<file path="src/rtl/div_operand_feeder_pkg.sv">
// Shared constants, entry layout and per-cell transistor costs for the divider operand feeder.
package div_operand_feeder_pkg;

    localparam int unsigned A_W     = 8;
    localparam int unsigned B_W     = 5;
    localparam int unsigned DEPTH   = 4;
    localparam int unsigned PTR_W   = $clog2(DEPTH);
    localparam int unsigned ENTRY_W = A_W + B_W;
    localparam int unsigned NUM_W   = 51;

    // Transistor cost of each primitive cell used to build the feeder
    localparam int unsigned TR_DFF  = 20;   // plain D flop
    localparam int unsigned TR_DFFR = 24;   // D flop with async reset
    localparam int unsigned TR_MUX2 = 12;
    localparam int unsigned TR_AND2 = 6;
    localparam int unsigned TR_XOR2 = 12;
    localparam int unsigned TR_NOR2 = 4;

    typedef struct packed {
        logic [A_W-1:0] a;
        logic [B_W-1:0] b;
    } entry_t;

endpackage

</file>
<file path="src/rtl/feeder_regfile.sv">
// DEPTH x WIDTH storage of per-bit flip-flop cells, one write port and one
// combinational read port. Not reset.
module feeder_regfile #(
    parameter int unsigned DEPTH = 4,
    parameter int unsigned WIDTH = 13
) (
    input  logic                                   clk,
    input  logic                                   i_we,
    input  logic [$clog2(DEPTH)-1:0]               i_wr_addr,
    input  logic [WIDTH-1:0]                       i_wr_data,
    input  logic [$clog2(DEPTH)-1:0]               i_rd_addr,
    output logic [WIDTH-1:0]                       o_rd_data,
    output logic [div_operand_feeder_pkg::NUM_W-1:0] number
);
    import div_operand_feeder_pkg::*;

    // Per bit: storage flop plus hold mux; read tree; one row-enable gate per row
    localparam int unsigned RF_TR = DEPTH * WIDTH * (TR_DFF + TR_MUX2)
                                  + (DEPTH - 1) * WIDTH * TR_MUX2
                                  + DEPTH * TR_AND2;

    logic [DEPTH-1:0]            row_sel;
    logic [DEPTH-1:0][WIDTH-1:0] rows;

    always_comb begin
        row_sel = '0;
        if (i_we) begin
            row_sel[i_wr_addr] = 1'b1;
        end
    end

    for (genvar r = 0; r < DEPTH; r++) begin : g_row
        for (genvar c = 0; c < WIDTH; c++) begin : g_bit
            logic bit_q;
            always_ff @(posedge clk) begin
                if (row_sel[r]) begin
                    bit_q <= i_wr_data[c];
                end
            end
            assign rows[r][c] = bit_q;
        end
    end

    assign o_rd_data = rows[i_rd_addr];
    assign number    = NUM_W'(RF_TR);

endmodule

</file>
<file path="src/rtl/div_operand_feeder.sv">
// Divider front end: buffers dividend/divisor pairs in a small FIFO, drops
// zero divisors, and issues one registered pair per cycle to the divider.
module div_operand_feeder #(
    parameter int unsigned DEPTH = div_operand_feeder_pkg::DEPTH,
    parameter int unsigned A_W   = div_operand_feeder_pkg::A_W,
    parameter int unsigned B_W   = div_operand_feeder_pkg::B_W
) (
    input  logic                                   clk,
    input  logic                                   rst_n,
    input  logic                                   i_valid,
    output logic                                   o_ready,
    input  logic [A_W-1:0]                         i_a,
    input  logic [B_W-1:0]                         i_b,
    input  logic                                   i_clear,
    input  logic                                   i_div_ready,
    output logic                                   o_in_valid,
    output logic [A_W-1:0]                         o_a,
    output logic [B_W-1:0]                         o_b,
    output logic                                   o_dz_err,
    output logic [$clog2(DEPTH):0]                 o_count,
    output logic [div_operand_feeder_pkg::NUM_W-1:0] number
);
    import div_operand_feeder_pkg::*;

    localparam int unsigned FIFO_PTR_W = $clog2(DEPTH);
    localparam int unsigned FIFO_CNT_W = FIFO_PTR_W + 1;
    localparam int unsigned ENTRY_BITS = A_W + B_W;

    // Reset flops, output hold muxes, pointer/count arithmetic, zero/full detect, handshake
    localparam int unsigned TOP_TR = (2 * FIFO_PTR_W + FIFO_CNT_W + 2 + ENTRY_BITS) * TR_DFFR
                                   + ENTRY_BITS * TR_MUX2
                                   + 2 * FIFO_PTR_W * TR_XOR2
                                   + FIFO_CNT_W * 2 * TR_XOR2
                                   + B_W * TR_NOR2
                                   + FIFO_CNT_W * TR_XOR2
                                   + 4 * TR_AND2;

    logic [FIFO_PTR_W-1:0] wr_ptr_q, wr_ptr_d;
    logic [FIFO_PTR_W-1:0] rd_ptr_q, rd_ptr_d;
    logic [FIFO_CNT_W-1:0] count_q, count_d;
    logic [ENTRY_BITS-1:0] rd_data;
    logic [NUM_W-1:0]      rf_number;
    logic                  accept, b_zero, dz_d, wr_en, pop;

    assign o_ready = (count_q != FIFO_CNT_W'(DEPTH));
    assign o_count = count_q;

    always_comb begin
        accept   = i_valid & o_ready;
        b_zero   = (i_b == '0);
        dz_d     = accept & b_zero;
        wr_en    = accept & ~b_zero & ~i_clear;
        pop      = (count_q != '0) & i_div_ready & ~i_clear;
        wr_ptr_d = wr_ptr_q;
        rd_ptr_d = rd_ptr_q;
        count_d  = count_q;
        if (i_clear) begin
            wr_ptr_d = '0;
            rd_ptr_d = '0;
            count_d  = '0;
        end else begin
            if (wr_en) begin
                wr_ptr_d = wr_ptr_q + FIFO_PTR_W'(1);
            end
            if (pop) begin
                rd_ptr_d = rd_ptr_q + FIFO_PTR_W'(1);
            end
            case ({wr_en, pop})
                2'b10:   count_d = count_q + FIFO_CNT_W'(1);
                2'b01:   count_d = count_q - FIFO_CNT_W'(1);
                default: count_d = count_q;
            endcase
        end
    end

    always_ff @(posedge clk or negedge rst_n) begin
        if (!rst_n) begin
            wr_ptr_q   <= '0;
            rd_ptr_q   <= '0;
            count_q    <= '0;
            o_in_valid <= 1'b0;
            o_a        <= '0;
            o_b        <= '0;
            o_dz_err   <= 1'b0;
        end else begin
            wr_ptr_q   <= wr_ptr_d;
            rd_ptr_q   <= rd_ptr_d;
            count_q    <= count_d;
            o_in_valid <= pop;
            o_dz_err   <= dz_d;
            if (pop) begin
                o_a <= rd_data[ENTRY_BITS-1:B_W];
                o_b <= rd_data[B_W-1:0];
            end
        end
    end

    feeder_regfile #(
        .DEPTH (DEPTH),
        .WIDTH (ENTRY_BITS)
    ) u_regfile (
        .clk       (clk),
        .i_we      (wr_en),
        .i_wr_addr (wr_ptr_q),
        .i_wr_data ({i_a, i_b}),
        .i_rd_addr (rd_ptr_q),
        .o_rd_data (rd_data),
        .number    (rf_number)
    );

    assign number = rf_number + NUM_W'(TOP_TR);

endmodule

</file>
<file path="config.mk">
export PLATFORM = sky130hd
export DESIGN_NAME = div_operand_feeder
export DESIGN_NICKNAME = d
export VERILOG_FILES = /design/src/rtl/div_operand_feeder_pkg.sv /design/src/rtl/feeder_regfile.sv /design/src/rtl/div_operand_feeder.sv
export SDC_FILE = /design/constraint.sdc
export NUM_CORES = 1
export LEC_CHECK = 0
export ABC_CLOCK_PERIOD_IN_PS = 5880
export BUFFER_PORTS_ARGS = -buffer_cell sky130_fd_sc_hd__buf_2
export CAP_MARGIN = 10
export CELL_PAD_IN_SITES_DETAIL_PLACEMENT = 2
export CELL_PAD_IN_SITES_GLOBAL_PLACEMENT = 2
export CORE_MARGIN = 3
export CORE_UTILIZATION = 39
export CTS_BUF_LIST = sky130_fd_sc_hd__clkbuf_8 sky130_fd_sc_hd__clkbuf_16
export CTS_CLUSTER_DIAMETER = 100
export DETAILED_ROUTE_END_ITERATION = 8
export PLACE_DENSITY_LB_ADDON = 0.1
export SYNTH_ARGS = -nofsm -noshare
export SYNTH_HDL_FRONTEND = slang
export SYNTH_HIERARCHICAL = 1
export SYNTH_SLANG_ARGS = --single-unit
</file>
<file path="constraint.sdc">
create_clock -name clk -period 5.88 [get_ports clk]
set_input_delay 1.176 -clock clk [delete_from_list [all_inputs] [get_ports clk]]
set_output_delay 1.176 -clock clk [all_outputs]
set_load 0.03 [all_outputs]
</file>
==> summary.txt, run 1 <==
Clock tree
  • Clock buffers created by TritonCTS: 9
  • CTS HTree Levels: 3
  • Post_cts resized: 0
  • # clock sinks: 74
  • Post CTS Setup Buffer Count: 0
  • CTS tree: done
  • Clock-pin transition on the worst setup and hold timing paths: 0.08 ns
  • Quantity of hold-fixing buffers added after cts: 0
  • Worst-case clock buffer depth: 2
  • Worst-Skew Late Latency: 0.35 ns
  • Clock root cell: sky130_fd_sc_hd__clkbuf_8

STA
  • Final setup fails: 0
  • Portion of the clock cycle consumed by the worst path in the final layout: 47.37%
  • Worst-margin pin slew: 0.8564 ns
  • Peak clock frequency supported by timing: 359.0 MHz
  • Total count of hold-check failures in the final report: 0
  • Unrepaired setup endpoints after global routing: no
  • Relative slew slack: 42.91%
  • Setup slack of the critical path after layout: 3.094 ns
  • Final sum of negative setup slack: 0 ns
  • Worst hold slack: 0.5100 ns
  • Number of max-slew violations in the final report: 0
  • Post-route clock skew: 0.006833 ns
  • Post-layout minimum cycle time: 2.786 ns

Synth
  • Leading cell types by count after synthesis: 52 x sky130_fd_sc_hd__edfxtp_1, 51 x sky130_fd_sc_hd__buf_4, 41 x sky130_fd_sc_hd__xnor2_1
  • Post-synthesis sequential area ratio: 50.61%
  • Library cell occupying the most area in the post-synthesis netlist: sky130_fd_sc_hd__edfxtp_1
  • Flip-flop and latch count after synthesis: 74
  • Fraction of registers with async set/reset: 29.73%
  • Number of warnings issued by yosys: 6
  • Syn_area_per_cell: 12.76 µm²
  • Fraction of post-synthesis cell area in the top cell type by area: 37.42%
  • Most numerous cell in the Yosys netlist: sky130_fd_sc_hd__edfxtp_1
  • Netlist area before placement: 0.004173 mm²
  • Post-Synthesis Cells: 327
  • Number of distinct library cells after synthesis: 43
  • Count of flip-flops with a built-in enable after synthesis: 52
  • Synth Flop Type: sky130_fd_sc_hd__edfxtp_1
  • Synth top area cells: sky130_fd_sc_hd__edfxtp_1 37%, sky130_fd_sc_hd__dfrtp_1 13%, sky130_fd_sc_hd__buf_4 9.2%

Global route
  • Vias in the first global route: 2,662
  • Combined global-route utilization of all metal layers: 15.74%
  • Global-route congestion overflow total: 0
  • Global-route wire length before repair: 14.24 mm
  • Largest net degree at the start of global routing: 23
  • Initial antenna violation count: 0

Worst hold path
  • Worst min-delay path endpoint: o_a[6]$_DFFE_PN0P_
  • Hold/Removal Path Class: flop to flop
  • Worst hold path startpoint: o_a[6]$_DFFE_PN0P_
  • Count of cells along the worst hold path: 1

Route
  • Wire length per cell after detailed routing: 17.56 µm
  • Final routed DRC violation total: 0
  • Via count: 2,505
  • Number of iterations in the first detailed-routing pass: 4
  • Violation count after the first detailed-route iteration: 111
  • Ratio of routed vias to standard cells: 4.902
  • Drt total wl: 8.974 mm
  • Count of antenna-violating nets left after detailed routing: 0

Run status
  • Status: complete, no violations

Finish
  • Ratio of cells with drive above 1 in the final layout: 24.53%
  • Layout area overhead: 8.486%
  • Non-filler instance count after layout: 511
  • Final net count: 390
  • Number of diodes added for antenna fixing: 0

Setup path
  • Required time of the critical path: 5.87 ns
  • Worst setup path class: input pin to flop
  • Register-to-Register Path Depth: 8
  • End of the worst register-to-register path: o_count[2]$_DFFE_PN0P_
  • Largest driver fanout on the critical path: 13
  • Type of element capturing the critical path: flop
  • Worst reg2reg path startpoint: o_count[0]$_DFFE_PN0P_
  • Setup slack of the most critical reg-to-reg path: 3.50 ns
  • Crit path launch type: input pin
  • Worst path arrival time: 2.77 ns

Floorplan
  • Ports: 88
  • Starting density of the core: 40.24%
  • Die footprint: 0.01198 mm²
  • Core region area: 0.01037 mm²
  • Die X: 109.4 µm
  • Chip height: 109.4 µm
  • Rows: 37

Run
  • # Max-Cap Violations: 0

Place
  • Routability congestion estimate from global placement: 0.6864
  • Post-detail-place hpwl: 6.639 mm
  • Buffers on Ports: 36
  • Placed instance count: 495
  • Worst-case setup slack after placement: 2.746 ns

Power and ir drop
  • VDD IR max: 0.0002316 V
  • Leakage Power: 1.728 nW
  • Power density over cell area: 364.7 mW/mm²
[cells by family after synthesis]
kind of cell | after synthesis | synth area share (%)
XOR/XNOR | 53 | 11.30
AO/OA/AOI/OAI | 8 | 2.369
AND/OR/NAND/NOR | 101 | 13.34
buffers and inverters | 59 | 10.13
other | 2 | 0.1800
flip-flops | 74 | 50.61
multiplexers | 28 | 11.27
adder cells (fa/ha/maj) | 2 | 0.7796
[flip-flops by register name (all words and copies together) (netlist names)]
register / cells
o_in_valid: 1
wr_ptr_q: 2
rd_ptr_q: 2
o_a: 8
o_dz_err: 1
o_b: 5
o_count: 3
u_regfile/g_row.g_bit.bit_q: 52
[final cells by class]
class	instances	area, µm²
fillers	1101	5843
well taps	136	170.2
multi-input cells	243	1827
flip-flops and latches	74	2112
repair buffers	38	195.2
clock buffers	9	123.9
clock inverters	7	83.83
inverters	4	15.01
[stage by stage]
step / total power [mW] / instance area, µm² / util (%)
after floorplan: 1.135 / 4357 / -
final: 1.651 / 4527 / 43.65
after global routing: 1.737 / 4527 / 43.65
after CTS: 1.669 / 4527 / 43.65
after detailed placement: 1.250 / 4319 / 41.65
after global placement: 1.233 / 4319 / 41.65
[worst max-delay path: stages]
cell	delay, ns
sky130_fd_sc_hd__buf_2	0.12
sky130_fd_sc_hd__or4_4	0.56
sky130_fd_sc_hd__o211ai_4	0.29
sky130_fd_sc_hd__nor2_1	0.14
sky130_fd_sc_hd__and3b_1	0.47
[worst max path at each step]
| stage | startpoint | endpoint | slack, ns |
|---|---|---|---|
| floorplan | i_clear | o_count[2]$_DFFE_PN0P_ | 2.81 |
| global placement | i_b[0] | u_regfile/g_row[2].g_bit[11].bit_q$_DFFE_PP_ | 2.83 |
| detailed placement | i_b[0] | u_regfile/g_row[1].g_bit[11].bit_q$_DFFE_PP_ | 2.75 |
| CTS | o_count[0]$_DFFE_PN0P_ | o_ready | 3.07 |
| global route | i_b[0] | u_regfile/g_row[1].g_bit[8].bit_q$_DFFE_PP_ | 3.00 |
| finish | i_b[0] | u_regfile/g_row[1].g_bit[7].bit_q$_DFFE_PP_ | 3.09 |
[cells in the final DEF (no fill, tap or decap), types with 2 or more instances in the layout]
cell,instances
sky130_fd_sc_hd__edfxtp_1,52
sky130_fd_sc_hd__conb_1,51
sky130_fd_sc_hd__xnor2_1,41
sky130_fd_sc_hd__buf_2,36
sky130_fd_sc_hd__dfrtp_1,22
sky130_fd_sc_hd__nand2_1,20
sky130_fd_sc_hd__nor2_1,19
sky130_fd_sc_hd__nand3_1,15
sky130_fd_sc_hd__mux2_2,13
sky130_fd_sc_hd__and3_1,12
sky130_fd_sc_hd__xor2_1,11
sky130_fd_sc_hd__mux4_2,10
sky130_fd_sc_hd__nand4_1,9
sky130_fd_sc_hd__clkbuf_8,9
sky130_fd_sc_hd__nor3_1,6
sky130_fd_sc_hd__inv_1,4
sky130_fd_sc_hd__and4_1,4
sky130_fd_sc_hd__inv_6,4
sky130_fd_sc_hd__and2_1,3
sky130_fd_sc_hd__mux4_1,3
sky130_fd_sc_hd__nor3_2,2
sky130_fd_sc_hd__and2_2,2
sky130_fd_sc_hd__mux2i_1,2
sky130_fd_sc_hd__buf_4,2
sky130_fd_sc_hd__and3b_1,2
[power breakdown]
group          leakage [nW]  switching (mW)  internal (mW)  total [mW]
registers             0.747          0.0719          0.645       0.717
clock network         0.103           0.207          0.205       0.412
logic                 0.878           0.329          0.194       0.522
[per-layer routing]
metal  wire [µm]  track usage (%)  vias up
li1            -                -     1160
met3         350            2.466       10
met4         114            5.877        0
met1        3825            20.05     1270
met5           0                0        -
met2        4683            27.03       65
Note: power is estimated with default switching activity, not from simulation.
==> inputs of run 2 (changes only) <==
--- a/config.mk
+++ b/config.mk
@@ -5,13 +5,14 @@
 export SDC_FILE = /design/constraint.sdc
 export NUM_CORES = 1
 export LEC_CHECK = 0
-export ABC_CLOCK_PERIOD_IN_PS = 5880
+export ABC_AREA = 1
+export ABC_CLOCK_PERIOD_IN_PS = 2400
 export BUFFER_PORTS_ARGS = -buffer_cell sky130_fd_sc_hd__buf_2
 export CAP_MARGIN = 10
 export CELL_PAD_IN_SITES_DETAIL_PLACEMENT = 2
 export CELL_PAD_IN_SITES_GLOBAL_PLACEMENT = 2
 export CORE_MARGIN = 3
-export CORE_UTILIZATION = 39
+export CORE_UTILIZATION = 29
 export CTS_BUF_LIST = sky130_fd_sc_hd__clkbuf_8 sky130_fd_sc_hd__clkbuf_16
 export CTS_CLUSTER_DIAMETER = 100
 export DETAILED_ROUTE_END_ITERATION = 8
==> constraint.sdc (replaced) <==
create_clock -name clk -period 2.4 [get_ports clk]
set_input_delay 0.48 -clock clk [delete_from_list [all_inputs] [get_ports clk]]
set_output_delay 0.48 -clock clk [all_outputs]
set_load 0.03 [all_outputs]
==> summary.txt, run 2 <==
Run status
  • Status: complete, no violations

Route
  • Number of iterations in the first detailed-routing pass: 4
  • Final routed DRC violation total: 0
  • Ratio of routed vias to standard cells: 4.552
  • Drt total wl: 17.70 mm
  • Violation count after the first detailed-route iteration: 151
  • Count of antenna-violating nets left after detailed routing: 0
  • Wire length per cell after detailed routing: 17.15 µm
  • Via count: 4,698

Clock tree
  • CTS tree: done
  • CTS HTree Levels: 3
  • Worst-case clock buffer depth: 2
  • Clock buffers created by TritonCTS: 9
  • Post CTS Setup Buffer Count: 0
  • Quantity of hold-fixing buffers added after cts: 0
  • Clock-pin transition on the worst setup and hold timing paths: 0.05 ns
  • Worst-Skew Late Latency: 0.33 ns
  • # clock sinks: 74
  • Clock root cell: sky130_fd_sc_hd__clkbuf_16

Synth
  • Number of warnings issued by yosys: 6
  • Syn_area_per_cell: 7.048 µm²
  • Adder-cell area share of the yosys netlist: 0.6089%
  • Post-Synth Simple-Gate Area: 37.00%
  • Fraction of post-synthesis cell area in the top cell type by area: 29.23%
  • Most numerous cell in the Yosys netlist: sky130_fd_sc_hd__nand2_1
  • Xor-xnor portion of the synthesized cell area: 5.082%
  • Synth Flop Type: sky130_fd_sc_hd__edfxtp_1
  • Netlist area before placement: 0.005343 mm²
  • Compound-gate portion of the synthesized area: 1.569%
  • Flip-flop and latch count after synthesis: 74
  • Synth top area cells: sky130_fd_sc_hd__edfxtp_1 29%, sky130_fd_sc_hd__nand2_1 19%, sky130_fd_sc_hd__dfrtp_1 10%
  • Library cell occupying the most area in the post-synthesis netlist: sky130_fd_sc_hd__edfxtp_1
  • Count of flip-flops with a built-in enable after synthesis: 52
  • Number of distinct library cells after synthesis: 32
  • Multiplexer fraction of the synthesized cell area: 0%
  • Largest family of logic cells by synthesized area: simple AND/OR/NAND/NOR gates
  • Leading cell types by count after synthesis: 276 x sky130_fd_sc_hd__nand2_1, 99 x sky130_fd_sc_hd__inv_1, 93 x sky130_fd_sc_hd__nor2_1
  • Fraction of registers with async set/reset: 29.73%
  • Post-synthesis sequential area ratio: 39.53%
  • Post-Synthesis Cells: 758

Global route
  • Global-route congestion overflow total: 0
  • Largest net degree at the start of global routing: 27
  • Global-route wire length before repair: 27.99 mm
  • Vias in the first global route: 5,110
  • Initial antenna violation count: 2
  • Combined global-route utilization of all metal layers: 17.90%

Finish
  • Biggest registers after layout: u_regfile/g_row.g_bit.bit_q x52, o_a x8, o_b x5
  • Final net count: 818
  • Post-Route Utilization: 32.44%
  • Largest register FFs: 52
  • Register with the most flip-flops: u_regfile/g_row.g_bit.bit_q
  • Layout area overhead: 9.461%
  • Number of diodes added for antenna fixing: 0
  • Fillers: 2,177
  • Leading cell type in the layout, fill and taps excluded: sky130_fd_sc_hd__nand2_1
  • Ratio of cells with drive above 1 in the final layout: 10.83%
  • Finished layout cell area: 0.005848 mm²
  • Commonest cells after routing, fill and taps aside: 276 x sky130_fd_sc_hd__nand2_1, 102 x sky130_fd_sc_hd__inv_1, 92 x sky130_fd_sc_hd__nor2_1

STA
  • Final setup fails: 0
  • Number of max-slew violations in the final report: 0
  • Post-layout minimum cycle time: 2.171 ns
  • Post-route clock skew: 0.007286 ns
  • Relative slew slack: 63.07%
  • Unrepaired setup endpoints after global routing: no
  • Total count of hold-check failures in the final report: 0
  • Peak clock frequency supported by timing: 460.6 MHz
  • Portion of the clock cycle consumed by the worst path in the final layout: 90.46%
  • Worst-margin pin slew: 0.5533 ns

Place
  • Area after DPL: 0.005588 mm²
  • Routability congestion estimate from global placement: 0.8673
  • Post-detail-place hpwl: 14.74 mm
  • Buffers on Ports: 36

Power and ir drop
  • Power density over cell area: 704.5 mW/mm²
  • VDD IR max: 0.0005729 V
  • Leakage Power: 2.623 nW

Floorplan
  • Chip height: 141.7 µm
  • Core region area: 0.01802 mm²
  • Rows: 49
  • Starting density of the core: 29.64%
  • Die X: 141.7 µm
  • Die footprint: 0.02009 mm²
  • Ports: 88

Setup path
  • Worst path arrival time: 2.39 ns
  • Worst reg2reg path startpoint: o_count[0]$_DFFE_PN0P_
  • Type of element capturing the critical path: flop
  • Critical-path top delay cell: sky130_fd_sc_hd__dfrtp_1
  • Chain of cells forming the critical path: nor2_2 -> a21boi_2 -> nand2_1 -> nand2_4 -> inv_1 -> fa_1 -> xnor2_1 -> inv_1 -> nand2_1 -> nand2_1 -> nand2_1 -> nand2_1
  • Register-to-Register Path Depth: 12
  • Setup slack of the most critical reg-to-reg path: 0.23 ns
  • CP most frequent cell: sky130_fd_sc_hd__nand2_1
  • Crit path launch type: flop
  • End of the worst register-to-register path: o_count[2]$_DFFE_PN0P_
  • Setup crit start: o_count[0]$_DFFE_PN0P_
  • Required time of the critical path: 2.62 ns
  • Worst setup path class: flop to flop
  • Worst stage delay on the critical path: 0.46 ns
  • Largest driver fanout on the critical path: 7
  • Crit path to: o_count[2]$_DFFE_PN0P_

Run
  • # Max-Cap Violations: 0

Worst hold path
  • Hold/Removal Path Class: input pin to async pin
-- run 2: how the worst min path moves through the flow --
stage                             startpoint                      to  slack [ns]  depth (start not counted)
after floorplan                        rst_n      o_a[0]$_DFFE_PN0P_        0.18                          0
after global placement    o_b[2]$_DFFE_PN0P_      o_b[2]$_DFFE_PN0P_        0.46                          2
after detailed placement  o_a[4]$_DFFE_PN0P_      o_a[4]$_DFFE_PN0P_        0.46                          2
after CTS                              rst_n  o_count[1]$_DFFE_PN0P_        0.12                          1
after global routing                   rst_n  o_count[1]$_DFFE_PN0P_        0.13                          1
final                                  rst_n  o_count[1]$_DFFE_PN0P_        0.11                          1
-- run 2: cell type report --
| cell class | instances | area [µm²] | share of cell area, % |
|---|---|---|---|
| clock inverter | 7 | 32.53 | 0.5563 |
| tap | 229 | 286.5 | 4.899 |
| sequential | 74 | 2112 | 36.11 |
| multi-input combinational | 569 | 2579 | 44.09 |
| timing repair buffer | 42 | 225.2 | 3.851 |
| clock buffer | 9 | 225.2 | 3.851 |
| inverter | 102 | 387.9 | 6.632 |
-- run 2: per-stage QoR --
stage,std cells,total power [mW],worst slack [ns],TNS [ns],hold WS (ns)
final,1032,4.120,0.2289,0,0.1118
after global routing,1032,4.373,0.03176,0,0.1329
after CTS,1032,4.125,0.1884,0,0.1185
after detailed placement,1016,2.947,0.1162,0,0.4620
after global placement,1016,2.900,0.2778,0,0.4567
after floorplan,807,2.659,-0.1913,-6.995,0.1844
-- run 2: timing repair --
action | 4_1_cts | 5_1_grt
resized for setup | 0 | 1
setup endpoints to repair | 0 | 1
endpoints found under the hold margin | 0 | 0
-- run 2: critical path: cells and delay by family, from the launching register on --
kind / cells / cell delay, ns
compound gates: 1 / 0.21
xor+xnor: 1 / 0.20
fa+ha+maj: 1 / 0.38
buf+inv: 2 / 0.13
flops: 1 / 0.46
simple gates: 7 / 0.66
-- run 2: power by group --
part,leakage [nW],switching (mW),internal (mW)
Clock,0.136,0.477,0.679
Combinational,1.73,0.993,0.315
Sequential,0.755,0.123,1.53
-- run 2: layer usage --
layer,GRT usage [%],wire length [µm]
met1,19.92,7064
met4,5.354,296
met3,2.359,485
met2,35.00,9824
met5,0,27
-- run 2: logic make-up (layout without fill, tap and decap cells) --
family          after synthesis  in the layout
other cells                   2             51
buf+inv                     164            160
flops                        74             74
compound gates               15             15
simple gates                470            470
xor+xnor                     31             31
fa+ha+maj                     2              2
==> inputs of run 3 (changes only) <==
--- a/config.mk
+++ b/config.mk
@@ -13,7 +13,7 @@
 export CELL_PAD_IN_SITES_GLOBAL_PLACEMENT = 2
 export CORE_MARGIN = 3
 export CORE_UTILIZATION = 29
-export CTS_BUF_LIST = sky130_fd_sc_hd__clkbuf_8 sky130_fd_sc_hd__clkbuf_16
+export CTS_BUF_LIST = sky130_fd_sc_hd__clkbuf_4 sky130_fd_sc_hd__clkbuf_8 sky130_fd_sc_hd__clkbuf_16
 export CTS_CLUSTER_DIAMETER = 100
 export DETAILED_ROUTE_END_ITERATION = 8
 export PLACE_DENSITY_LB_ADDON = 0.1
==> summary.txt, run 3 (synthesized netlist as in run 2, its figures left out) <==
Setup path
  • CP most frequent cell: sky130_fd_sc_hd__nand2_1
  • Crit path launch type: flop
  • Worst path arrival time: 2.39 ns
  • Critical-path top delay cell: sky130_fd_sc_hd__dfrtp_1
  • Required time of the critical path: 2.62 ns
  • Register-to-Register Path Depth: 12
  • WP buf/inv: 2
  • Setup slack of the most critical reg-to-reg path: 0.23 ns
  • Largest driver fanout on the critical path: 7
  • Worst stage delay on the critical path: 0.46 ns
  • Worst setup path class: flop to flop
  • Cell depth of the worst setup path: 12
  • Chain of cells forming the critical path: nor2_2 -> a21boi_2 -> nand2_1 -> nand2_4 -> inv_1 -> fa_1 -> xnor2_1 -> inv_1 -> nand2_1 -> nand2_1 -> nand2_1 -> nand2_1
  • Type of element capturing the critical path: flop
  • Family with the most delay on the worst path: simple AND/OR/NAND/NOR gates

STA
  • Worst-margin pin slew: 0.5387 ns
  • Post-layout minimum cycle time: 2.174 ns
  • Post-route clock skew: 0.007505 ns
  • Total count of hold-check failures in the final report: 0
  • Portion of the clock cycle consumed by the worst path in the final layout: 90.60%
  • Final setup fails: 0
  • Worst hold slack: 0.1110 ns
  • Final sum of negative setup slack: 0 ns
  • Relative slew slack: 64.05%
  • Peak clock frequency supported by timing: 459.9 MHz
  • Unrepaired setup endpoints after global routing: no
  • Number of max-slew violations in the final report: 0

Global route
  • Vias in the first global route: 5,113
  • Combined global-route utilization of all metal layers: 17.91%
  • Initial antenna violation count: 2
  • Largest net degree at the start of global routing: 27
  • Global-route congestion overflow total: 0
  • Global-route wire length before repair: 27.99 mm

Clock tree
  • # clock sinks: 74
  • Quantity of hold-fixing buffers added after cts: 0
  • CTS tree: done
  • Worst-case clock buffer depth: 2
  • CTS HTree Levels: 3
  • Clock root cell: sky130_fd_sc_hd__clkbuf_16
  • Worst-Skew Late Latency: 0.34 ns
  • Clock buffers created by TritonCTS: 9
  • Clock-pin transition on the worst setup and hold timing paths: 0.05 ns

Finish
  • Leading cell type in the layout, fill and taps excluded: sky130_fd_sc_hd__nand2_1
  • Fillers: 2,173
  • Post-Route Utilization: 32.51%
  • Register with the most flip-flops: u_regfile/g_row.g_bit.bit_q
  • Largest register FFs: 52
  • Number of diodes added for antenna fixing: 0
  • Biggest registers after layout: u_regfile/g_row.g_bit.bit_q x52, o_a x8, o_b x5
  • Commonest cells after routing, fill and taps aside: 276 x sky130_fd_sc_hd__nand2_1, 99 x sky130_fd_sc_hd__inv_1, 92 x sky130_fd_sc_hd__nor2_1
  • Non-filler instance count after layout: 1,032
  • Final net count: 818
  • Layout area overhead: 9.672%
  • Ratio of cells with drive above 1 in the final layout: 11.21%

Place
  • Routability congestion estimate from global placement: 0.8673
  • Post-detail-place hpwl: 14.74 mm
  • Placed instance count: 1,016
  • Buffers on Ports: 36

Floorplan
  • Rows: 49
  • Die X: 141.7 µm
  • Starting density of the core: 29.64%
  • Core region area: 0.01802 mm²
  • Ports: 88
  • Chip height: 141.7 µm
  • Die footprint: 0.02009 mm²

Route
  • Via count: 4,699
  • Final routed DRC violation total: 0
  • Number of iterations in the first detailed-routing pass: 4
  • Violation count after the first detailed-route iteration: 136
  • Ratio of routed vias to standard cells: 4.553
  • Wire length per cell after detailed routing: 17.19 µm
  • Count of antenna-violating nets left after detailed routing: 0
  • Drt total wl: 17.74 mm

Power and ir drop
  • Leakage Power: 2.621 nW
  • VDD IR max: 0.0005711 V
  • Power density over cell area: 711.3 mW/mm²

Run
  • # Max-Cap Violations: 0

Run status
  • Status: complete, no violations

Worst hold path
  • Hold/Removal Path Class: input pin to async pin
-- run 3: cell count changes in the layout (fill, tap and decap cells not counted) --
| cell | change |
|---|---|
| sky130_fd_sc_hd__clkbuf_4 | +3 |
| sky130_fd_sc_hd__inv_1 | -3 |
-- run 3: worst reg2reg max path, cell delays in order (launching register included) --
cell	delay, ns
sky130_fd_sc_hd__dfrtp_1	0.46
sky130_fd_sc_hd__nor2_2	0.09
sky130_fd_sc_hd__a21boi_2	0.21
sky130_fd_sc_hd__nand2_1	0.20
sky130_fd_sc_hd__nand2_4	0.15
sky130_fd_sc_hd__inv_1	0.06
sky130_fd_sc_hd__fa_1	0.38
sky130_fd_sc_hd__xnor2_1	0.20
sky130_fd_sc_hd__inv_1	0.07
sky130_fd_sc_hd__nand2_1	0.07
sky130_fd_sc_hd__nand2_1	0.05
sky130_fd_sc_hd__nand2_1	0.06
sky130_fd_sc_hd__nand2_1	0.05
-- run 3: layout make-up --
cell class / instances / area [µm²] / share of cell area [%]
clock inverters: 4 / 21.27 / 0.3630
flip-flops and latches: 74 / 2112 / 36.05
repair buffers: 42 / 225.2 / 3.844
clock buffers: 12 / 247.7 / 4.228
multi-input cells: 569 / 2579 / 44.01
inverters: 102 / 387.9 / 6.620
well taps: 229 / 286.5 / 4.890
-- run 3: layer usage --
| metal | global-route usage [%] | vias to the layer above | part of all wire (%) |
|---|---|---|---|
| li1 | - | 2313 | - |
| met4 | 5.354 | 4 | 1.7 |
| met3 | 2.359 | 18 | 3.0 |
| met5 | 0 | - | 0.15 |
| met1 | 19.92 | 2290 | 40 |
| met2 | 35.02 | 74 | 55 |
-- run 3: final timing paths --
path / end / from
max: o_count[2]$_DFFE_PN0P_ / o_count[0]$_DFFE_PN0P_
min: o_count[1]$_DFFE_PN0P_ / rst_n
max reg2reg: o_count[2]$_DFFE_PN0P_ / o_count[0]$_DFFE_PN0P_
min reg2reg: o_a[3]$_DFFE_PN0P_ / o_a[3]$_DFFE_PN0P_
max in group asynchronous: rd_ptr_q[0]$_DFFE_PN0P_ / rst_n
min in group clk: u_regfile/g_row[1].g_bit[7].bit_q$_DFFE_PP_ / i_a[2]
-- run 3: where the power goes --
part / leakage [nW] / internal (mW) / switching, mW
sequential: 0.755 / 1.53 / 0.123
clock: 0.134 / 0.726 / 0.478
combinational: 1.73 / 0.315 / 0.993
total: 2.62 / 2.57 / 1.59
-- run 3: stage by stage --
step	worst slack (ns)	area, µm²	power [mW]
2_1_floorplan	-0.1913	5532	2.659
3_3_place_gp	0.2778	5588	2.900
3_5_place_dp	0.1162	5588	2.947
4_1_cts	0.1884	5857	4.175
5_1_grt	0.03176	5859	4.420
6_report	0.2255	5859	4.167
-- run 3: what timing repair did --
action | 4_1_cts | 5_1_grt
setup endpoints to repair | 0 | 1
buffers inserted | 0 | 0
resized for setup | 0 | 1
